### src/rtl/ld_st_issue_station_pkg.sv
// Shared packet types for the load/store issue station: dispatch packet,
// CDB wakeup, branch resolve, store-tag done and PRF read request.
package ld_st_issue_station_pkg;

    localparam int PADDR_W  = 6;
    localparam int BMASK_W  = 4;
    localparam int BR_BIT_W = 2;
    localparam int ST_TAG_W = 4;

    typedef struct packed {
        logic [PADDR_W-1:0]  rd_paddr;
        logic [PADDR_W-1:0]  rs1_paddr;
        logic [PADDR_W-1:0]  rs2_paddr;
        logic                i_use_rs1;
        logic                i_use_rs2;
        logic                rs1_rdy;
        logic                rs2_rdy;
        logic [BMASK_W-1:0]  bmask;
        logic [ST_TAG_W-1:0] store_tag;
        logic                store_tag_done;
        logic                is_store;
    } ld_st_data_pkt_t;

    typedef struct packed {
        logic               cdb_broadcast;
        logic [PADDR_W-1:0] paddr;
    } cdb_pkt_t;

    typedef struct packed {
        logic                valid;
        logic                mispred;
        logic [BR_BIT_W-1:0] br_bit;
    } br_resolve_pkt_t;

    typedef struct packed {
        logic                valid;
        logic [ST_TAG_W-1:0] store_tag;
    } st_tag_pkt_t;

    typedef struct packed {
        logic [PADDR_W-1:0] rs1_paddr;
        logic [PADDR_W-1:0] rs2_paddr;
    } reg_addr_pkt_t;

    typedef struct packed {
        logic rs1_ren;
        logic rs2_ren;
    } reg_ren_pkt_t;

    // A source the instruction does not read never blocks issue.
    function automatic logic src_ready(input logic use_src, input logic rdy);
        return !use_src || rdy;
    endfunction

endpackage

### src/rtl/lsiq_age_matrix.sv
// Age matrix for the issue station: row i bit j set means entry j is older
// than entry i; returns the oldest eligible entry as a one-hot.
module lsiq_age_matrix #(
    parameter int QUEUE_DEPTH = 8
) (
    input  logic                   clk,
    input  logic                   rst,
    input  logic [QUEUE_DEPTH-1:0] alloc_oh,
    input  logic [QUEUE_DEPTH-1:0] valid,
    input  logic [QUEUE_DEPTH-1:0] eligible,
    output logic [QUEUE_DEPTH-1:0] oldest_oh
);

    logic [QUEUE_DEPTH-1:0] row_q [QUEUE_DEPTH];

    always_ff @(posedge clk or negedge rst) begin
        if (!rst) begin
            for (int i = 0; i < QUEUE_DEPTH; i++) row_q[i] <= '0;
        end else begin
            for (int i = 0; i < QUEUE_DEPTH; i++) begin
                if (alloc_oh[i]) row_q[i] <= valid;
                else             row_q[i] <= row_q[i] & ~alloc_oh;
            end
        end
    end

    // Stale bits from freed slots are harmless: they are masked by valid.
    always_comb begin
        oldest_oh = '0;
        for (int i = 0; i < QUEUE_DEPTH; i++)
            oldest_oh[i] = eligible[i] && !(|(row_q[i] & eligible & valid));
    end

endmodule

### src/rtl/ld_st_issue_station.sv
// Load/store reservation station: slot allocation, rs1/rs2 wakeup, store-tag
// ordering, branch squash and oldest-first issue. LSIQ_CDB_BYPASS_EN adds same-cycle CDB wakeup.
module ld_st_issue_station
    import ld_st_issue_station_pkg::*;
#(
    parameter int QUEUE_DEPTH = 8,
    parameter int NUM_CDB     = 2
) (
    input  logic                         clk,
    input  logic                         rst,
    input  logic                         alloc_valid,
    input  ld_st_data_pkt_t              alloc_pkt,
    output logic                         alloc_ready,
    input  cdb_pkt_t                     cdb_pkt [NUM_CDB],
    input  br_resolve_pkt_t              br_pkt,
    input  st_tag_pkt_t                  st_tag_pkt,
    output logic                         iss_valid,
    input  logic                         iss_ready,
    output ld_st_data_pkt_t              iss_pkt,
    output reg_ren_pkt_t                 prf_ren_pkt,
    output reg_addr_pkt_t                prf_addr_pkt,
    output logic [$clog2(QUEUE_DEPTH):0] occupancy
);

    localparam int IDX_W = $clog2(QUEUE_DEPTH);
    localparam int CNT_W = IDX_W + 1;

    ld_st_data_pkt_t        entry_q [QUEUE_DEPTH];
    ld_st_data_pkt_t        entry_d [QUEUE_DEPTH];
    ld_st_data_pkt_t        in_pkt;
    logic [QUEUE_DEPTH-1:0] valid_q, valid_d, eligible, killed;
    logic [QUEUE_DEPTH-1:0] free_vec, free_oh, alloc_oh, oldest_oh;
    logic [QUEUE_DEPTH-1:0] wake1, wake2;
    logic [CNT_W-1:0]       occ_q;
    logic [IDX_W-1:0]       sel_idx;
    logic                   br_kill, br_clear, in_killed, alloc_fire, iss_fire;
    logic                   rs1_now, rs2_now;

    function automatic logic cdb_match(input logic [PADDR_W-1:0] paddr);
        logic hit;
        hit = 1'b0;
        for (int c = 0; c < NUM_CDB; c++)
            if (cdb_pkt[c].cdb_broadcast && cdb_pkt[c].paddr == paddr && paddr != '0)
                hit = 1'b1;
        return hit;
    endfunction

    assign br_kill     = br_pkt.valid && br_pkt.mispred;
    assign br_clear    = br_pkt.valid && !br_pkt.mispred;
    assign alloc_ready = (occ_q != CNT_W'(QUEUE_DEPTH));
    assign alloc_fire  = alloc_valid && alloc_ready;
    assign occupancy   = occ_q;

    // Lowest-index free slot.
    assign free_vec  = ~valid_q;
    assign free_oh   = free_vec & (~free_vec + QUEUE_DEPTH'(1));
    assign in_killed = br_kill && alloc_pkt.bmask[br_pkt.br_bit];
    assign alloc_oh  = (alloc_fire && !in_killed) ? free_oh : '0;

    always_comb begin
        in_pkt         = alloc_pkt;
        in_pkt.rs1_rdy = alloc_pkt.rs1_rdy | cdb_match(alloc_pkt.rs1_paddr);
        in_pkt.rs2_rdy = alloc_pkt.rs2_rdy | cdb_match(alloc_pkt.rs2_paddr);
        if (st_tag_pkt.valid && st_tag_pkt.store_tag == alloc_pkt.store_tag)
            in_pkt.store_tag_done = 1'b1;
        if (br_clear) in_pkt.bmask[br_pkt.br_bit] = 1'b0;
    end

    always_comb begin
        wake1    = '0;
        wake2    = '0;
        killed   = '0;
        eligible = '0;
        rs1_now  = 1'b0;
        rs2_now  = 1'b0;
        for (int i = 0; i < QUEUE_DEPTH; i++) begin
            wake1[i]  = cdb_match(entry_q[i].rs1_paddr);
            wake2[i]  = cdb_match(entry_q[i].rs2_paddr);
            killed[i] = br_kill && entry_q[i].bmask[br_pkt.br_bit];
`ifdef LSIQ_CDB_BYPASS_EN
            rs1_now = entry_q[i].rs1_rdy | wake1[i];
            rs2_now = entry_q[i].rs2_rdy | wake2[i];
`else
            rs1_now = entry_q[i].rs1_rdy;
            rs2_now = entry_q[i].rs2_rdy;
`endif
            eligible[i] = valid_q[i] && !killed[i]
                          && src_ready(entry_q[i].i_use_rs1, rs1_now)
                          && (entry_q[i].is_store ? src_ready(entry_q[i].i_use_rs2, rs2_now)
                                                  : entry_q[i].store_tag_done);
        end
    end

    lsiq_age_matrix #(.QUEUE_DEPTH(QUEUE_DEPTH)) u_age (
        .clk      (clk),
        .rst      (rst),
        .alloc_oh (alloc_oh),
        .valid    (valid_q),
        .eligible (eligible),
        .oldest_oh(oldest_oh)
    );

    assign iss_valid = |eligible;
    assign iss_fire  = iss_valid && iss_ready;

    always_comb begin
        sel_idx = '0;
        for (int i = 0; i < QUEUE_DEPTH; i++)
            if (oldest_oh[i]) sel_idx = IDX_W'(i);
    end

    always_comb begin
        iss_pkt = '0;
        if (iss_valid) begin
            iss_pkt = entry_q[sel_idx];
            if (br_clear) iss_pkt.bmask[br_pkt.br_bit] = 1'b0;
        end
        prf_ren_pkt.rs1_ren    = iss_fire && iss_pkt.i_use_rs1;
        prf_ren_pkt.rs2_ren    = iss_fire && iss_pkt.i_use_rs2;
        prf_addr_pkt.rs1_paddr = iss_fire ? iss_pkt.rs1_paddr : '0;
        prf_addr_pkt.rs2_paddr = iss_fire ? iss_pkt.rs2_paddr : '0;
    end

    always_comb begin
        for (int i = 0; i < QUEUE_DEPTH; i++) begin
            entry_d[i]         = entry_q[i];
            entry_d[i].rs1_rdy = entry_q[i].rs1_rdy | wake1[i];
            entry_d[i].rs2_rdy = entry_q[i].rs2_rdy | wake2[i];
            if (st_tag_pkt.valid && st_tag_pkt.store_tag == entry_q[i].store_tag)
                entry_d[i].store_tag_done = 1'b1;
            if (br_clear) entry_d[i].bmask[br_pkt.br_bit] = 1'b0;
            valid_d[i] = valid_q[i] && !killed[i] && !(iss_fire && oldest_oh[i]);
            if (alloc_oh[i]) begin
                entry_d[i] = in_pkt;
                valid_d[i] = 1'b1;
            end
        end
    end

    always_ff @(posedge clk or negedge rst) begin
        if (!rst) begin
            valid_q <= '0;
            occ_q   <= '0;
            for (int i = 0; i < QUEUE_DEPTH; i++) entry_q[i] <= '0;
        end else begin
            valid_q <= valid_d;
            occ_q   <= CNT_W'($countones(valid_d));
            for (int i = 0; i < QUEUE_DEPTH; i++) entry_q[i] <= entry_d[i];
        end
    end

endmodule

### config.mk
export PLATFORM = sky130hd
export DESIGN_NAME = ld_st_issue_station
export DESIGN_NICKNAME = d
export VERILOG_FILES = /design/src/rtl/ld_st_issue_station_pkg.sv /design/src/rtl/lsiq_age_matrix.sv /design/src/rtl/ld_st_issue_station.sv
export SDC_FILE = /design/constraint.sdc
export NUM_CORES = 1
export LEC_CHECK = 0
export ABC_AREA = 1
export BUFFER_PORTS_ARGS = -buffer_cell sky130_fd_sc_hd__buf_2
export CORE_ASPECT_RATIO = 1.2
export CORE_MARGIN = 4
export CORE_UTILIZATION = 30
export DETAILED_ROUTE_END_ITERATION = 8
export PLACE_DENSITY = 0.49
export SETUP_SLACK_MARGIN = 0.05
export SYNTH_ARGS = -nofsm -noshare
export SYNTH_HDL_FRONTEND = slang
export SYNTH_SLANG_ARGS = --single-unit
export TNS_END_PERCENT = 5
### constraint.sdc
create_clock -name clk -period 4.59 [get_ports clk]
set_input_delay 0.6885 -clock clk [delete_from_list [all_inputs] [get_ports clk]]
set_output_delay 0.6885 -clock clk [all_outputs]
set_load 0.02 [all_outputs]
---- Yosys cells after proc, flatten, opt, wreduce, memory -nomap -nowiden ----
Index checks and enable logic that the tools add are counted.
storage, ports and cells
  register bits ........................... 332
  input bits .............................. 59
  logic and storage cells ................. 581
cells by class
  add/sub/neg operators ................... 8
  $lt $le $gt $ge ......................... 3
  equal/unequal tests ..................... 46
  mux-type cells .......................... 121
  bitwise logic cells ..................... 58
  reductions and logical operators ........ 247
operators with widths
  cell                                          number
  equality test 6 bit                           36
  bitwise AND 8 bit                             25
  logical AND 1 bit                             146
  nonzero test 6 bit                            18
  binary-select mux 32 bit (select 3 bit)       1
  2-to-1 mux 12 bit                             8
  2-to-1 mux 32 bit                             3
  2-to-1 mux 1 bit                              72
  2-to-1 mux 8 bit                              9
  OR reduction 8 bit                            9
  zero test 1 bit                               42
  bitwise AND 4 bit                             10
  2-to-1 mux 4 bit                              10
  equality test 4 bit                           9
  nonzero test 2 bit                            16
  inverter 8 bit                                3
  binary-select mux 1 bit (select 2 bit)        9
  2-to-1 mux 3 bit                              6
  OR 1 bit                                      18
  logical OR 1 bit                              16
  2-to-1 mux 6 bit                              2
  adder 1 x 1 -> 2 bit                          4
  adder 8 x 1 -> 8 bit (second input constant)  1
  adder 2 x 2 -> 3 bit                          2
  other kinds (8)                               8

---- Depth between registers and ports, before layout ----
Gate-level depths: netlist of run 1.
  word-level depth ........................ 27
  gate-level depth with buffers ........... 26

---- By module ----
From an unflattened synthesis of run 1, not the netlist that was laid out.
second synthesis, totals
  cell total of the unflattened synthesis .. 2880
  area, all modules ....................... 20226.9 um^2
by module, submodules not included
  module               instances  cells each  area each (um^2)  sequential area each (um^2)
  ld_st_issue_station  1          2511        17135.2           6706.4
  lsiq_age_matrix      1          369         3091.7            1601.5

---- Worst setup path before layout of run 1 ----
No wires, ideal clock.
  kind .................................... input to register
  start point ............................. input br_pkt[1] (netlist bit)
  end point ............................... register occ_q[2], in the netlist occupancy[2]
  setup time .............................. 0.123 ns
  data arrival time ....................... 4.543 ns
  path slack .............................. -0.076 ns
  cell stages on the path ................. 21
  path buffers ............................ 2
  cell sequence ........................... clkbuf_1 -> nand2_1 -> nand2_1 -> nand2_1 -> nand3_1 -> inv_2 -> nor4_1 -> nand2_1 -> nand2_1 -> clkbuf_1 -> nor2_1 -> o21ai_0 -> inv_1 -> fa_1 -> fa_1 -> fa_1 -> inv_1 -> ha_1 -> inv_1 -> fa_1 -> xnor2_1
on the way
  longest elaborated chain between the ends .. 19
  elaborated cells on any way between the ends .. 143
  those cells by class .................... add/sub: 7; mux: 27; bitwise: 16; reduce/logical: 93
RTL lines
  what                                            line                                                   text
  from (decl)                                     ld_st_issue_station.sv:15                              input br_resolve_pkt_t br_pkt,
  binary-select mux 1 bit (select 2 bit)          ld_st_issue_station.sv:79                              killed[i] = br_kill && entry_q[i].bmask[br_pkt.br_bit];
  2-to-1 mux 1 bit (not written as such)          ld_st_issue_station.sv:79
  logical AND 1 bit                               ld_st_issue_station.sv:79
  zero test 1 bit, on equally long branches       ld_st_issue_station.sv:87, ld_st_issue_station.sv:132
  logical AND 1 bit, on equally long branches     ld_st_issue_station.sv:87, ld_st_issue_station.sv:132
  logical AND 1 bit                               ld_st_issue_station.sv:88                              && src_ready(entry_q[i].i_use_rs1, rs1_now)
  logical AND 1 bit                               ld_st_issue_station.sv:89                              && (entry_q[i].is_store ? src_ready(entry_q[i].i_use_rs2, rs2_now)
  bitwise AND 8 bit (2 in a row)                  lsiq_age_matrix.sv:31                                  oldest_oh[i] = eligible[i] && !(|(row_q[i] & eligible & valid));
  (+3 left out)                                   -
  logical AND 1 bit                               ld_st_issue_station.sv:132                             valid_d[i] = valid_q[i] && !killed[i] && !(iss_fire && oldest_oh[i]);
  zero test 1 bit                                 ld_st_issue_station.sv:132
  logical AND 1 bit                               ld_st_issue_station.sv:132
  2-to-1 mux 1 bit (*)                            ld_st_issue_station.sv:133                             if (alloc_oh[i]) begin
  net valid_d[3]                                  ld_st_issue_station.sv:31                              logic [QUEUE_DEPTH-1:0] valid_q, valid_d, eligible, killed;
  adder 1 x 1 -> 2 bit (not written as such) (*)  ld_st_issue_station.sv:147                             occ_q <= CNT_W'($countones(valid_d));
  adder 2 x 2 -> 3 bit (not written as such) (*)  ld_st_issue_station.sv:147
  adder 3 x 3 -> 4 bit (not written as such) (*)  ld_st_issue_station.sv:147
  to (signal assigned)                            ld_st_issue_station.sv:147
  to (decl)                                       ld_st_issue_station.sv:34                              logic [CNT_W-1:0] occ_q;
The timed path passes the listed nets; every way through them passes the cells marked *. The select of a mux whose other input is x is not followed.
A chain may end at the register's enable or synchronous reset.

==> metrics.md, run 1 <==
| Metric | Value |
|---|---|
| Result of the run | `completed` |
| R2R Setup Slk | `0.28 ns` |
| Count of endpoints failing hold in the final timing report | `0` |
| Area of the core region | `0.0657 mm2` |
| Compound-cell area share of the yosys netlist | `0.179` |
| Worst setup EP type | `primary output` |
| PnR worst setup slack | `0.209 ns` |
| Wire length of the first global-routing pass | `134 mm` |
| Number of global-route vias before repair | `20400` |
| Setup repair after global routing missed its margin | `yes` |
| Total GRT Usage | `0.249` |
| Net Switching | `12800 uW` |
| Internal Power | `12600 uW` |
| Vert. Die Dim | `290 um` |
| Fraction of the yosys area taken by sequential cells | `0.418` |
| Share of power burned in registers | `0.192` |
| Share of synthesized cell area in full adder, half adder and majority cells | `0.00591` |
| Total number of placement rows | `103` |
| Setup Viol. Count Final | `0` |
| Critical path data arrival time | `3.69 ns` |
| Clk sinks | `332` |
| Max_slew headroom | `0.348` |
| Layout overhead on the synthesized area | `23.8%` |
| Post-synthesis simple-gate area fraction | `0.278` |
| Post-synthesis mux area share | `0.000503` |
| Number of placed cells counting well taps | `3709` |
| Quantity of hold-fixing buffers added after cts | `0` |
| Utilization after layout | `0.374` |
| Number of fill cells | `6928` |
| CTS H-Tree Depth | `2` |
| Synthesized instance count | `2800` |
| Class of the tightest hold or removal check | `in -> async` |
| Total Die Area | `0.0705 mm2` |
| Cell area reported after detailed placement | `0.0221 mm2` |
| Clock latency reported for the late side of the worst-skew pair | `0.58 ns` |
| Area share of the largest cell type after synthesis | `0.418` |
| Final total power | `25400 uW` |
| Register clock-pin slew on the reported worst setup and hold paths | `0.06 ns` |
| Final Max Tran Viols | `0` |
| Cell type with the highest aggregate area in the netlist | `sky130_fd_sc_hd__dfrtp_1` |
| Clock tree from TritonCTS | `yes` |
| Largest net degree at the start of global routing | `109` |
| Worst-case vdd ir drop | `0.000806 V` |
| Endpoint of the worst setup timing path | `prf_addr_pkt[9]` |
| Startpoint class of the critical path | `flip-flop` |
| Launching element of the worst setup path | `entry_q[172]` |
| Critical Path RT | `3.90 ns` |
| Total wire length after detailed routing | `91.6 mm` |
| Combinational family with the most area after synthesis | `simple AND/OR/NAND/NOR gates` |
| Per-cell routed wire length | `24.0 um` |
| Synthesis-stage register bit count | `332` |
| Number of top-level pins | `111` |
| Net Count, Synth | `2866` |
| # port buffers | `110` |
| FF-to-FF path depth | `19` |
| Most frequent cells in the layout | `742 x sky130_fd_sc_hd__nand2_1, 327 x sky130_fd_sc_hd__dfrtp_1, 322 x sky130_fd_sc_hd__inv_1` |
| Initial Util | `0.303` |
| Power density normalized to cell area | `1030 mW/mm2` |
| Startpoint of the worst-slack reg-to-reg timing path | `entry_q[65]` |
| Worst Skew | `0.0197 ns` |
| Xor-xnor portion of the synthesized cell area | `0.0150` |
| First-pass detailed-route iteration total | `7` |
| Start-to-end type of the worst setup path | `reg -> out` |
| Mean instance size in the synthesized netlist | `7.10 um2` |
| Post-route insts no fill | `3815` |
| Remaining antenna violation count after routing | `0` |
| Flip-flop cell with the highest count after synthesis | `sky130_fd_sc_hd__dfrtp_1` |
| Most common library cell in the layout ignoring fill and taps | `sky130_fd_sc_hd__nand2_1` |
| Slew at the pin closest to its max-slew limit | `0.978 ns` |
| Time the worst path needs with I/O delays and setup | `4.38 ns` |
| Clk pwr share | `0.131` |
| Switch share | `0.505` |
| Die outline width | `243 um` |
| Area contributors post-synth | `sky130_fd_sc_hd__dfrtp_1 42%, sky130_fd_sc_hd__nand2_1 14%, sky130_fd_sc_hd__o21ai_0 8.2%, sky130_fd_sc_hd__nand3_1 6.7%, sky130_fd_sc_hd__inv_1 6.1%` |
| Yosys warns | `0` |
| Global placer's final weighted congestion | `0.947` |
| Post-detailed-placement half-perimeter wirelength | `62.7 mm` |
| Unique cell type count in the Yosys netlist | `51` |
| Via total after detailed routing | `20800` |
| Buffer type at the clock tree root | `sky130_fd_sc_hd__clkbuf_16` |
| Number of enable-type register cells in the synthesized netlist | `0` |
| Maximum fanout count along the critical path | `10` |
| Buffer levels on the longest clock path | `3` |
| Count of unresolved DRC violations after routing | `0` |
| Count of maximum capacitance violations | `0` |
| TritonCTS Buffers | `43` |
| Leakage power total | `0.0116 uW` |
| Share of async-settable or async-resettable flops after synthesis | `1.00` |
| Number of antenna cells inserted | `0` |
| Portion of total power attributed to combinational logic | `0.676` |
| Aggregate global routing overflow | `0` |
| Worst slack after detailed placement | `-0.353 ns` |
| First DRT Iteration DRCs | `1998` |
| Highest Clock Rate | `228 MHz` |
| Layout cell share with drive strength beyond 1 | `0.164` |
| Worst reg2reg path endpoint | `occupancy[1]` |
| Post-DR vias/cell | `5.45` |
| Post-layout instance area | `0.0246 mm2` |
| Fin crit share | `0.955` |
| Synthesized cell area | `0.0199 mm2` |
| Total number of nets in the final design | `3014` |
| Initial antenna violation count | `2` |
==> power by group through the flow <==
stage	logic [uW]	registers (uW)	clock network, uW
finish	17200	4890	3340
global route	18500	4990	3550
CTS	14600	4860	3430
detailed placement	14000	4890	0
global placement	14000	4900	0
floorplan	8270	4550	0
==> stage by stage <==
stage / hold WS, ns / TNS, ns
finish: 0.191 / 0
global route: 0.251 / 0
CTS: 0.230 / 0
detailed placement: 0.457 / -1.74
global placement: 0.458 / -1.73
floorplan: 0.393 / 0
==> synth_stat cells (5+ instances only) <==
cell / instances
sky130_fd_sc_hd__a2111oi_0: 20
sky130_fd_sc_hd__a211oi_1: 11
sky130_fd_sc_hd__a21oi_1: 33
sky130_fd_sc_hd__a221oi_1: 15
sky130_fd_sc_hd__a31oi_1: 14
sky130_fd_sc_hd__buf_1: 18
sky130_fd_sc_hd__buf_2: 34
sky130_fd_sc_hd__buf_4: 5
sky130_fd_sc_hd__buf_6: 5
sky130_fd_sc_hd__clkbuf_1: 123
sky130_fd_sc_hd__clkinv_1: 10
sky130_fd_sc_hd__dfrtp_1: 332
sky130_fd_sc_hd__inv_1: 325
sky130_fd_sc_hd__inv_2: 5
sky130_fd_sc_hd__nand2_1: 761
sky130_fd_sc_hd__nand3_1: 267
sky130_fd_sc_hd__nand3b_1: 5
sky130_fd_sc_hd__nand4_1: 35
sky130_fd_sc_hd__nor2_1: 165
sky130_fd_sc_hd__nor3_1: 20
sky130_fd_sc_hd__nor4_1: 23
sky130_fd_sc_hd__o2111ai_1: 37
sky130_fd_sc_hd__o211ai_1: 8
sky130_fd_sc_hd__o21ai_0: 325
sky130_fd_sc_hd__o21ai_1: 13
sky130_fd_sc_hd__o221ai_1: 8
sky130_fd_sc_hd__o22ai_1: 81
sky130_fd_sc_hd__o31ai_1: 15
sky130_fd_sc_hd__or2_0: 14
sky130_fd_sc_hd__xnor2_1: 21
sky130_fd_sc_hd__xor2_1: 13
==> critical path, cell delays in order (launching register included) <==
cell	delay (ns)
sky130_fd_sc_hd__dfrtp_1	0.41
sky130_fd_sc_hd__nand2_1	0.08
sky130_fd_sc_hd__nor2_1	0.04
sky130_fd_sc_hd__nor3_1	0.17
sky130_fd_sc_hd__buf_4	0.18
sky130_fd_sc_hd__nand3_2	0.10
sky130_fd_sc_hd__buf_4	0.16
sky130_fd_sc_hd__o21ai_1	0.12
sky130_fd_sc_hd__nor2_1	0.06
sky130_fd_sc_hd__nand2_1	0.10
sky130_fd_sc_hd__buf_4	0.14
sky130_fd_sc_hd__nand2_1	0.05
sky130_fd_sc_hd__nand2_1	0.07
sky130_fd_sc_hd__nand2_2	0.09
sky130_fd_sc_hd__nand2_8	0.11
sky130_fd_sc_hd__nand2_8	0.12
sky130_fd_sc_hd__buf_12	0.18
sky130_fd_sc_hd__buf_12	0.15
sky130_fd_sc_hd__nand2_1	0.06
sky130_fd_sc_hd__nand3_1	0.13
sky130_fd_sc_hd__nand3_2	0.14
sky130_fd_sc_hd__nand3_2	0.14
sky130_fd_sc_hd__nor2_2	0.13
sky130_fd_sc_hd__buf_4	0.15
==> routing by layer <==
metal | GRT usage | wire (um) | vias up
li1 | - | - | 9594
met1 | 0.307 | 36400 | 10000
met2 | 0.428 | 44300 | 916
met3 | 0.0394 | 6010 | 252
met4 | 0.112 | 4840 | 0
met5 | 0 | 0 | -
==> cell type report <==
| cell class | instances | area, um2 | area share |
|---|---|---|---|
| Multi-Input combinational cell | 1943 | 10100 | 0.409 |
| Sequential cell | 332 | 8310 | 0.338 |
| Timing Repair Buffer | 288 | 2530 | 0.103 |
| Inverter | 340 | 1280 | 0.0522 |
| Clock buffer | 59 | 1220 | 0.0495 |
| Tap cell | 840 | 1050 | 0.0427 |
| Clock inverter | 13 | 139 | 0.00564 |
==> sequential cells by signal, summed over array words and instances (netlist names), named ones only <==
register,flops
valid_q,8
occupancy,4
entry_q,254
rs1_now,1
rs2_now,1
u_age.row_q,56
==> worst min-delay path by stage <==
stage / slack (ns) / end / startpoint / cells past startpoint
6_report: 0.19 / entry_q[211] / rst / 1
5_1_grt: 0.25 / entry_q[211] / rst / 1
4_1_cts: 0.23 / entry_q[211] / rst / 1
3_5_place_dp: 0.46 / flip-flop / flip-flop / 2
3_3_place_gp: 0.46 / flip-flop / flip-flop / 2
2_1_floorplan: 0.39 / asynchronous set/reset pin / rst / 0
==> cells by family after synthesis <==
| group | count (synthesis) |
|---|---|
| simple gates | 1304 |
| compound gates | 597 |
| buf+inv | 525 |
| flops | 332 |
| xor+xnor | 34 |
| fa+ha+maj | 7 |
| mux | 1 |
==> repair_timing <==
action,in CTS,in global routing
pin swaps,6,44
endpoints found under the setup margin,46,48
gates resized for setup,33,172
buffers inserted,6,19
gates cloned,2,8
Note: power is estimated with default switching activity, not from simulation.
==> run 2: changes to the inputs <==
--- a/config.mk
+++ b/config.mk
@@ -7,11 +7,13 @@
 export LEC_CHECK = 0
 export ABC_AREA = 1
 export BUFFER_PORTS_ARGS = -buffer_cell sky130_fd_sc_hd__buf_2
+export CELL_PAD_IN_SITES_DETAIL_PLACEMENT = 0
+export CELL_PAD_IN_SITES_GLOBAL_PLACEMENT = 2
 export CORE_ASPECT_RATIO = 1.2
 export CORE_MARGIN = 4
 export CORE_UTILIZATION = 30
 export DETAILED_ROUTE_END_ITERATION = 8
-export PLACE_DENSITY = 0.49
+export PLACE_DENSITY = 0.74
 export SETUP_SLACK_MARGIN = 0.05
 export SYNTH_ARGS = -nofsm -noshare
 export SYNTH_HDL_FRONTEND = slang
==> run 2 against run 1 <==
Net effect: power fell by 3.8%; final area shrank 0.75%; setup slack lost 0.012 ns; clock power is 12% higher; maximum frequency fell by 0.27%; non-clock buffer count down 23; sequential share of layout area up 0.24 points; sequential power about the same; combinational power decreased by 8%; worst hold slack got worse by 0.033 ns; cell count decreased by 0.45%; critical path type unchanged; largest power group unchanged; highest routed layer unchanged.
==> metrics.md, run 2 (synthesis results as in run 1) <==
| Metric | Value |
|---|---|
| Vert. Die Dim | `290 um (unchanged)` |
| Registers with the most flip-flops | `entry_q x254, u_age.row_q x56, valid_q x8 (unchanged)` |
| CTS H-Tree Depth | `2 (unchanged)` |
| First DRT Iteration DRCs | `1996 (was 1998)` |
| Final Max Tran Viols | `0 (unchanged)` |
| First-pass detailed-route iteration total | `6 (was 7)` |
| R2R Setup Slk | `0.26 ns (was 0.28 ns)` |
| Layout overhead on the synthesized area | `22.8% (was 23.8%)` |
| Clk sinks | `332 (unchanged)` |
| Worst-case vdd ir drop | `0.000739 V (was 0.000806 V)` |
| Critical path cell sequence | `nand2_1 > nand2_1 > nand2_1 > nand2_1 > nand2_2 > nand2_4 > nor3_4 > buf_6 > o21ai_1 > nor3b_2 > nand4_1 > buf_6 > nand2_2 > buf_6 > nor2_4 > buf_12 > buf_12 > clkbuf_16 > a21oi_2 > nand2_1 > nand3_1 > nand2_1 > nor2_4 > buf_4 (was nand2_1 > nor2_1 > nor3_1 > buf_4 > nand3_2 > buf_4 > o21ai_1 > nor2_1 > nand2_1 > buf_4 > nand2_1 > nand2_1 > nand2_2 > nand2_8 > nand2_8 > buf_12 > buf_12 > nand2_1 > nand3_1 > nand3_2 > nand3_2 > nor2_2 > buf_4)` |
| Critical path data arrival time | `3.70 ns (was 3.69 ns)` |
| Worst Skew | `0.0154 ns (was 0.0197 ns)` |
| Post-layout instance area | `0.0244 mm2 (was 0.0246 mm2)` |
| Remaining antenna violation count after routing | `0 (unchanged)` |
| Setup repair after global routing missed its margin | `yes (unchanged)` |
| Global placer's final weighted congestion | `0.913 (was 0.947)` |
| Max layer used | `met4 (unchanged)` |
| Initial Util | `0.303 (unchanged)` |
| Highest Clock Rate | `228 MHz (about the same)` |
| TritonCTS Buffers | `41 (was 43)` |
| Total Die Area | `0.0705 mm2 (unchanged)` |
| Routed wire length on met2 | `44.1 mm (was 44.3 mm)` |
| Count of unresolved DRC violations after routing | `0 (unchanged)` |
| Critical Path RT | `3.90 ns (about the same)` |
| Total number of placement rows | `103 (unchanged)` |
| Count of endpoints failing hold in the final timing report | `0 (unchanged)` |
| Max stage delay on crit path | `0.40 ns (was 0.41 ns)` |
| Register clock-pin slew on the reported worst setup and hold paths | `0.06 ns (about the same)` |
| Met3 Wirelength | `6.85 mm (was 6.01 mm)` |
| Number of top-level pins | `111 (unchanged)` |
| Fin crit share | `0.957 (was 0.955)` |
| Total number of nets in the final design | `2990 (was 3014)` |
| Buffer type at the clock tree root | `sky130_fd_sc_hd__clkbuf_16 (unchanged)` |
| Class of the tightest hold or removal check | `in -> async (unchanged)` |
| Most frequent cells in the layout | `744 x sky130_fd_sc_hd__nand2_1, 331 x sky130_fd_sc_hd__dfrtp_1, 319 x sky130_fd_sc_hd__o21ai_0 (was 742 x sky130_fd_sc_hd__nand2_1, 327 x sky130_fd_sc_hd__dfrtp_1, 322 x sky130_fd_sc_hd__inv_1)` |
| Time the worst path needs with I/O delays and setup | `4.39 ns (was 4.38 ns)` |
| Power density normalized to cell area | `1000 mW/mm2 (was 1030 mW/mm2)` |
| Worst setup EP type | `primary output (unchanged)` |
| Startpoint class of the critical path | `flip-flop (unchanged)` |
| Total GRT Usage | `0.247 (was 0.249)` |
| Register bank with the most flops | `entry_q (unchanged)` |
| Start-to-end type of the worst setup path | `reg -> out (unchanged)` |
| Worst Path Buf+Inv | `7 (was 6)` |
| Buffer levels on the longest clock path | `3 (unchanged)` |
| Per-cell routed wire length | `24.4 um (was 24.0 um)` |
| Total wire length after detailed routing | `92.6 mm (was 91.6 mm)` |
| Setup Viol. Count Final | `0 (unchanged)` |
| Slew at the pin closest to its max-slew limit | `1.04 ns (was 0.978 ns)` |
| Clock tree from TritonCTS | `yes (unchanged)` |
| Max_slew headroom | `0.308 (was 0.348)` |
| Number of global-route vias before repair | `20200 (was 20400)` |
| Leakage power total | `0.0115 uW (was 0.0116 uW)` |
| Clock latency reported for the late side of the worst-skew pair | `0.58 ns (about the same)` |
| Sum of negative setup slack | `0 ns (unchanged)` |
| Area of the core region | `0.0657 mm2 (unchanged)` |
| Final total power | `24400 uW (was 25400 uW)` |
| Post-DR vias/cell | `5.50 (was 5.45)` |
| Initial antenna violation count | `2 (unchanged)` |
| Met1 Routed Length | `37.8 mm (was 36.4 mm)` |
| Maximum fanout count along the critical path | `15 (was 10)` |
| Aggregate global routing overflow | `0 (unchanged)` |
| Most common library cell in the layout ignoring fill and taps | `sky130_fd_sc_hd__nand2_1 (unchanged)` |
| Result of the run | `completed (unchanged)` |
| Crit path max-delay cell type | `sky130_fd_sc_hd__dfrtp_1 (unchanged)` |
| Via total after detailed routing | `20900 (was 20800)` |
| Cell area reported after detailed placement | `0.0219 mm2 (was 0.0221 mm2)` |
| Family of cells with the greatest summed delay on the critical path | `simple AND/OR/NAND/NOR gates (unchanged)` |
| Post-detailed-placement half-perimeter wirelength | `60.6 mm (was 62.7 mm)` |
| Die outline width | `243 um (unchanged)` |
| Largest net degree at the start of global routing | `95 (was 109)` |
| Most numerous cell on the critical path | `sky130_fd_sc_hd__nand2_1 (unchanged)` |
| Number of flip-flops under the largest register name | `254 (unchanged)` |
| Layout cell share with drive strength beyond 1 | `0.149 (was 0.164)` |
| Count of maximum capacitance violations | `0 (unchanged)` |
| Quantity of hold-fixing buffers added after cts | `0 (unchanged)` |
| # port buffers | `110 (unchanged)` |
| Wire length of the first global-routing pass | `133 mm (was 134 mm)` |
[run 2: worst paths after layout]
check / start / endpoint / depth (start not counted)
max in group asynchronous: rst / entry_q[62] / 2
min in group clk: alloc_pkt[2] / entry_q[34] / 3
worst min-delay path: rst / entry_q[13] / 1
worst min register to register: flip-flop / flip-flop / 2
worst max register to register: entry_q[75] / occupancy[2] / 21
worst max-delay path: entry_q[41] / iss_pkt[28] / 24
[run 2: area by class of cell]
| type | instances | area, um2 |
|---|---|---|
| repair buffers | 265 | 2250 |
| flip-flops and latches | 332 | 8310 |
| well taps | 840 | 1050 |
| fillers | 6974 | 41300 |
| clock buffers | 62 | 1230 |
| inverters | 340 | 1280 |
| diodes | 1 | 2.50 |
| multi-input cells | 1944 | 9980 |
| clock inverters | 14 | 322 |
[run 2: power by group]
| part | internal (uW) | switching (uW) | leakage, uW |
|---|---|---|---|
| clock network | 2370 | 1390 | 0.000762 |
| registers | 3970 | 898 | 0.00420 |
| logic | 5790 | 10000 | 0.00656 |
| total | 12100 | 12300 | 0.0115 |
[run 2: what timing repair did]
action                     CTS  global route
gates cloned                 0            10
setup endpoints to repair   42            48
pin swaps                    1            44
buffers inserted             1            24
gates resized for setup      6           146
[run 2: layer usage]
layer	up-vias	global-route usage
li1	9562	-
met1	10100	0.320
met2	994	0.419
met3	220	0.0389
met4	0	0.0900
met5	-	0
[run 2: worst register-to-register path, cell delays in order (launching register included)]
cell,delay (ns)
sky130_fd_sc_hd__dfrtp_1,0.38
sky130_fd_sc_hd__inv_2,0.08
sky130_fd_sc_hd__nand2_2,0.08
sky130_fd_sc_hd__o21ai_0,0.08
sky130_fd_sc_hd__nor2_1,0.07
sky130_fd_sc_hd__buf_4,0.16
sky130_fd_sc_hd__nand2_2,0.10
sky130_fd_sc_hd__inv_2,0.06
sky130_fd_sc_hd__nor4_1,0.26
sky130_fd_sc_hd__nand2_1,0.10
sky130_fd_sc_hd__nand2_1,0.15
sky130_fd_sc_hd__nor3_1,0.07
sky130_fd_sc_hd__o21ai_0,0.24
sky130_fd_sc_hd__inv_1,0.10
sky130_fd_sc_hd__fa_1,0.46
sky130_fd_sc_hd__fa_1,0.53
sky130_fd_sc_hd__fa_1,0.42
sky130_fd_sc_hd__inv_1,0.07
sky130_fd_sc_hd__ha_1,0.16
sky130_fd_sc_hd__inv_1,0.06
sky130_fd_sc_hd__fa_1,0.43
sky130_fd_sc_hd__xnor2_1,0.13
[run 2: per-stage QoR]
step	util	std cells	setup WS [ns]	hold slack, ns
detailed placement	0.333	3686	-0.274	0.466
floorplan	-	2800	0.0549	0.393
global placement	0.333	3686	-0.207	0.453
CTS	0.357	3763	0.0188	0.182
finish	0.372	3798	0.197	0.158
global route	0.372	3798	0.0135	0.214
==> run 3: changes to the inputs <==
--- a/config.mk
+++ b/config.mk
@@ -13,6 +13,7 @@
 export CORE_MARGIN = 4
 export CORE_UTILIZATION = 30
 export DETAILED_ROUTE_END_ITERATION = 8
+export MAX_ROUTING_LAYER = met4
 export PLACE_DENSITY = 0.74
 export SETUP_SLACK_MARGIN = 0.05
 export SYNTH_ARGS = -nofsm -noshare
==> run 3 against run 2 <==
Net effect: critical path type unchanged; highest routed layer unchanged; register-to-register slack about the same; largest cell class unchanged; cell count is 0.29% lower; final area is 2.0% lower.
==> metrics.md, run 3 (synthesis results as in run 1) <==
| Metric | Value |
|---|---|
| Result of the run | `completed (unchanged)` |
| Number of global-route vias before repair | `20300 (was 20200)` |
| Max_slew headroom | `0.338 (was 0.308)` |
| Post-DR vias/cell | `5.50 (about the same)` |
| Startpoint of the worst-slack reg-to-reg timing path | `entry_q[75] (unchanged)` |
| Aggregate global routing overflow | `0 (unchanged)` |
| Registers with the most flip-flops | `entry_q x254, u_age.row_q x56, valid_q x8 (unchanged)` |
| Worst-case vdd ir drop | `0.000587 V (was 0.000739 V)` |
| Final Max Tran Viols | `0 (unchanged)` |
| Worst setup EP type | `primary output (unchanged)` |
| Launching element of the worst setup path | `entry_q[0] (was entry_q[41])` |
| Fin crit share | `0.973 (was 0.957)` |
| TritonCTS Buffers | `41 (unchanged)` |
| Largest net degree at the start of global routing | `92 (was 95)` |
| Wire length of the first global-routing pass | `135 mm (was 133 mm)` |
| Worst Skew | `0.0224 ns (was 0.0154 ns)` |
| CTS H-Tree Depth | `2 (unchanged)` |
| Time the worst path needs with I/O delays and setup | `4.46 ns (was 4.39 ns)` |
| Power density normalized to cell area | `978 mW/mm2 (was 1000 mW/mm2)` |
| Setup repair after global routing missed its margin | `yes (unchanged)` |
| Remaining antenna violation count after routing | `0 (unchanged)` |
| Startpoint class of the critical path | `flip-flop (unchanged)` |
| Buffer levels on the longest clock path | `3 (unchanged)` |
| Highest Clock Rate | `224 MHz (was 228 MHz)` |
| Count of maximum capacitance violations | `0 (unchanged)` |
| R2R Setup Slk | `0.27 ns (was 0.26 ns)` |
| Count of unresolved DRC violations after routing | `0 (unchanged)` |
| Worst slack on hold paths | `0.112 ns (was 0.158 ns)` |
| Register clock-pin slew on the reported worst setup and hold paths | `0.06 ns (about the same)` |
| Most common library cell in the layout ignoring fill and taps | `sky130_fd_sc_hd__nand2_1 (unchanged)` |
| Global placer's final weighted congestion | `0.914 (was 0.913)` |
| Vert. Die Dim | `290 um (unchanged)` |
| Critical Path RT | `3.90 ns (about the same)` |
| Initial antenna violation count | `2 (unchanged)` |
| Total number of nets in the final design | `2981 (was 2990)` |
| Buffer type at the clock tree root | `sky130_fd_sc_hd__clkbuf_16 (unchanged)` |
| Total wire length after detailed routing | `91.4 mm (was 92.6 mm)` |
| Endpoint of the worst setup timing path | `iss_pkt[28] (unchanged)` |
| Worst Path Buf+Inv | `7 (unchanged)` |
| Crit path max-delay cell type | `sky130_fd_sc_hd__dfrtp_1 (unchanged)` |
| Most frequent cells in the layout | `747 x sky130_fd_sc_hd__nand2_1, 332 x sky130_fd_sc_hd__dfrtp_1, 318 x sky130_fd_sc_hd__inv_1 (was 744 x sky130_fd_sc_hd__nand2_1, 331 x sky130_fd_sc_hd__dfrtp_1, 319 x sky130_fd_sc_hd__o21ai_0)` |
| Start-to-end type of the worst setup path | `reg -> out (unchanged)` |
| Max stage delay on crit path | `0.38 ns (was 0.40 ns)` |
| Clock tree from TritonCTS | `yes (unchanged)` |
| Layout cell share with drive strength beyond 1 | `0.139 (was 0.149)` |
| Count of endpoints failing hold in the final timing report | `0 (unchanged)` |
| First DRT Iteration DRCs | `2112 (was 1996)` |
| Setup Viol. Count Final | `0 (unchanged)` |
| FF-to-FF path depth | `21 (unchanged)` |
| Total Die Area | `0.0705 mm2 (unchanged)` |
| Worst reg2reg path endpoint | `occupancy[2] (unchanged)` |
| Final total power | `23400 uW (was 24400 uW)` |
| Area of the core region | `0.0657 mm2 (unchanged)` |
| # port buffers | `110 (unchanged)` |
| Total GRT Usage | `0.257 (was 0.247)` |
| Slew at the pin closest to its max-slew limit | `0.992 ns (was 1.04 ns)` |
| Number of top-level pins | `111 (unchanged)` |
| Clock latency reported for the late side of the worst-skew pair | `0.60 ns (was 0.58 ns)` |
| Critical path cell sequence | `inv_2 > nand2_2 > o21ai_0 > nor2_1 > nand3_1 > buf_4 > o22ai_1 > inv_1 > nand4_1 > nand2_2 > a21oi_4 > nor2_4 > buf_12 > buf_4 > clkbuf_16 > a21oi_1 > nand2_1 > nand3_1 > nand2_1 > nor2_2 > buf_4 (was nand2_1 > nand2_1 > nand2_1 > nand2_1 > nand2_2 > nand2_4 > nor3_4 > buf_6 > o21ai_1 > nor3b_2 > nand4_1 > buf_6 > nand2_2 > buf_6 > nor2_4 > buf_12 > buf_12 > clkbuf_16 > a21oi_2 > nand2_1 > nand3_1 > nand2_1 > nor2_4 > buf_4)` |
| Post-detailed-placement half-perimeter wirelength | `61.0 mm (was 60.6 mm)` |
| Sum of negative setup slack | `0 ns (unchanged)` |
| Total number of placement rows | `103 (unchanged)` |
| Layout overhead on the synthesized area | `20.4% (was 22.8%)` |
| Critical path data arrival time | `3.78 ns (was 3.70 ns)` |
| Family of cells with the greatest summed delay on the critical path | `simple AND/OR/NAND/NOR gates (unchanged)` |
| First-pass detailed-route iteration total | `6 (unchanged)` |
| Register bank with the most flops | `entry_q (unchanged)` |
| Per-cell routed wire length | `24.1 um (was 24.4 um)` |
| Most numerous cell on the critical path | `sky130_fd_sc_hd__buf_4 (was sky130_fd_sc_hd__nand2_1)` |
| Number of flip-flops under the largest register name | `254 (unchanged)` |
| Leakage power total | `0.0113 uW (was 0.0115 uW)` |
| Clk sinks | `332 (unchanged)` |
| Class of the tightest hold or removal check | `in -> async (unchanged)` |
| Initial Util | `0.303 (unchanged)` |
| Quantity of hold-fixing buffers added after cts | `0 (unchanged)` |
| Die outline width | `243 um (unchanged)` |
| Maximum fanout count along the critical path | `16 (was 15)` |
| Critical Path Stages | `21 (was 24)` |
| Via total after detailed routing | `20800 (was 20900)` |
run 3: worst min path at each step:
stage                     slack, ns  depth (start not counted)                          to       from
final                          0.11                          1                entry_q[153]        rst
after global routing           0.18                          1                entry_q[249]        rst
after CTS                      0.15                          1                entry_q[153]        rst
after detailed placement       0.46                          2                   flip-flop  flip-flop
after global placement         0.45                          2                   flip-flop  flip-flop
after floorplan                0.39                          0  asynchronous set/reset pin        rst
run 3: final cells by class:
cell class              instances  area, um2
flip-flops and latches        332       8310
repair buffers                257       2070
clock inverters                20        283
clock buffers                  54       1140
multi-input cells            1943       9820
diodes                          1       2.50
fillers                      6959      41800
well taps                     840       1050
inverters                     340       1280
run 3: repair_timing:
item	in CTS	in global routing
resized for setup	10	99
hold endpoints to repair	0	0
buffers inserted	3	13
setup endpoints to repair	44	48
pin swaps	4	27
gates cloned	2	2
run 3: stage by stage:
stage,util,worst slack (ns),area [um2],cells
after detailed placement,0.333,-0.317,21900,3692
after global placement,0.333,-0.211,21900,3692
after CTS,0.357,0.0277,23500,3771
final,0.364,0.126,24000,3787
after global routing,0.364,-0.0435,24000,3787
after floorplan,-,0.0549,19900,2800
run 3: where the power goes:
group	internal, uW	switching (uW)	leakage, uW
logic	5440	9650	0.00643
registers	3970	893	0.00420
clock network	2060	1430	0.000705
total	11500	12000	0.0113
run 3: per-layer routing:
layer | up-vias | wire length, um | track usage
met4 | 0 | 4060 | 0.100
met3 | 238 | 6280 | 0.0360
met5 | - | 0 | -
met2 | 952 | 43100 | 0.421
li1 | 9526 | - | -
met1 | 10100 | 37900 | 0.323
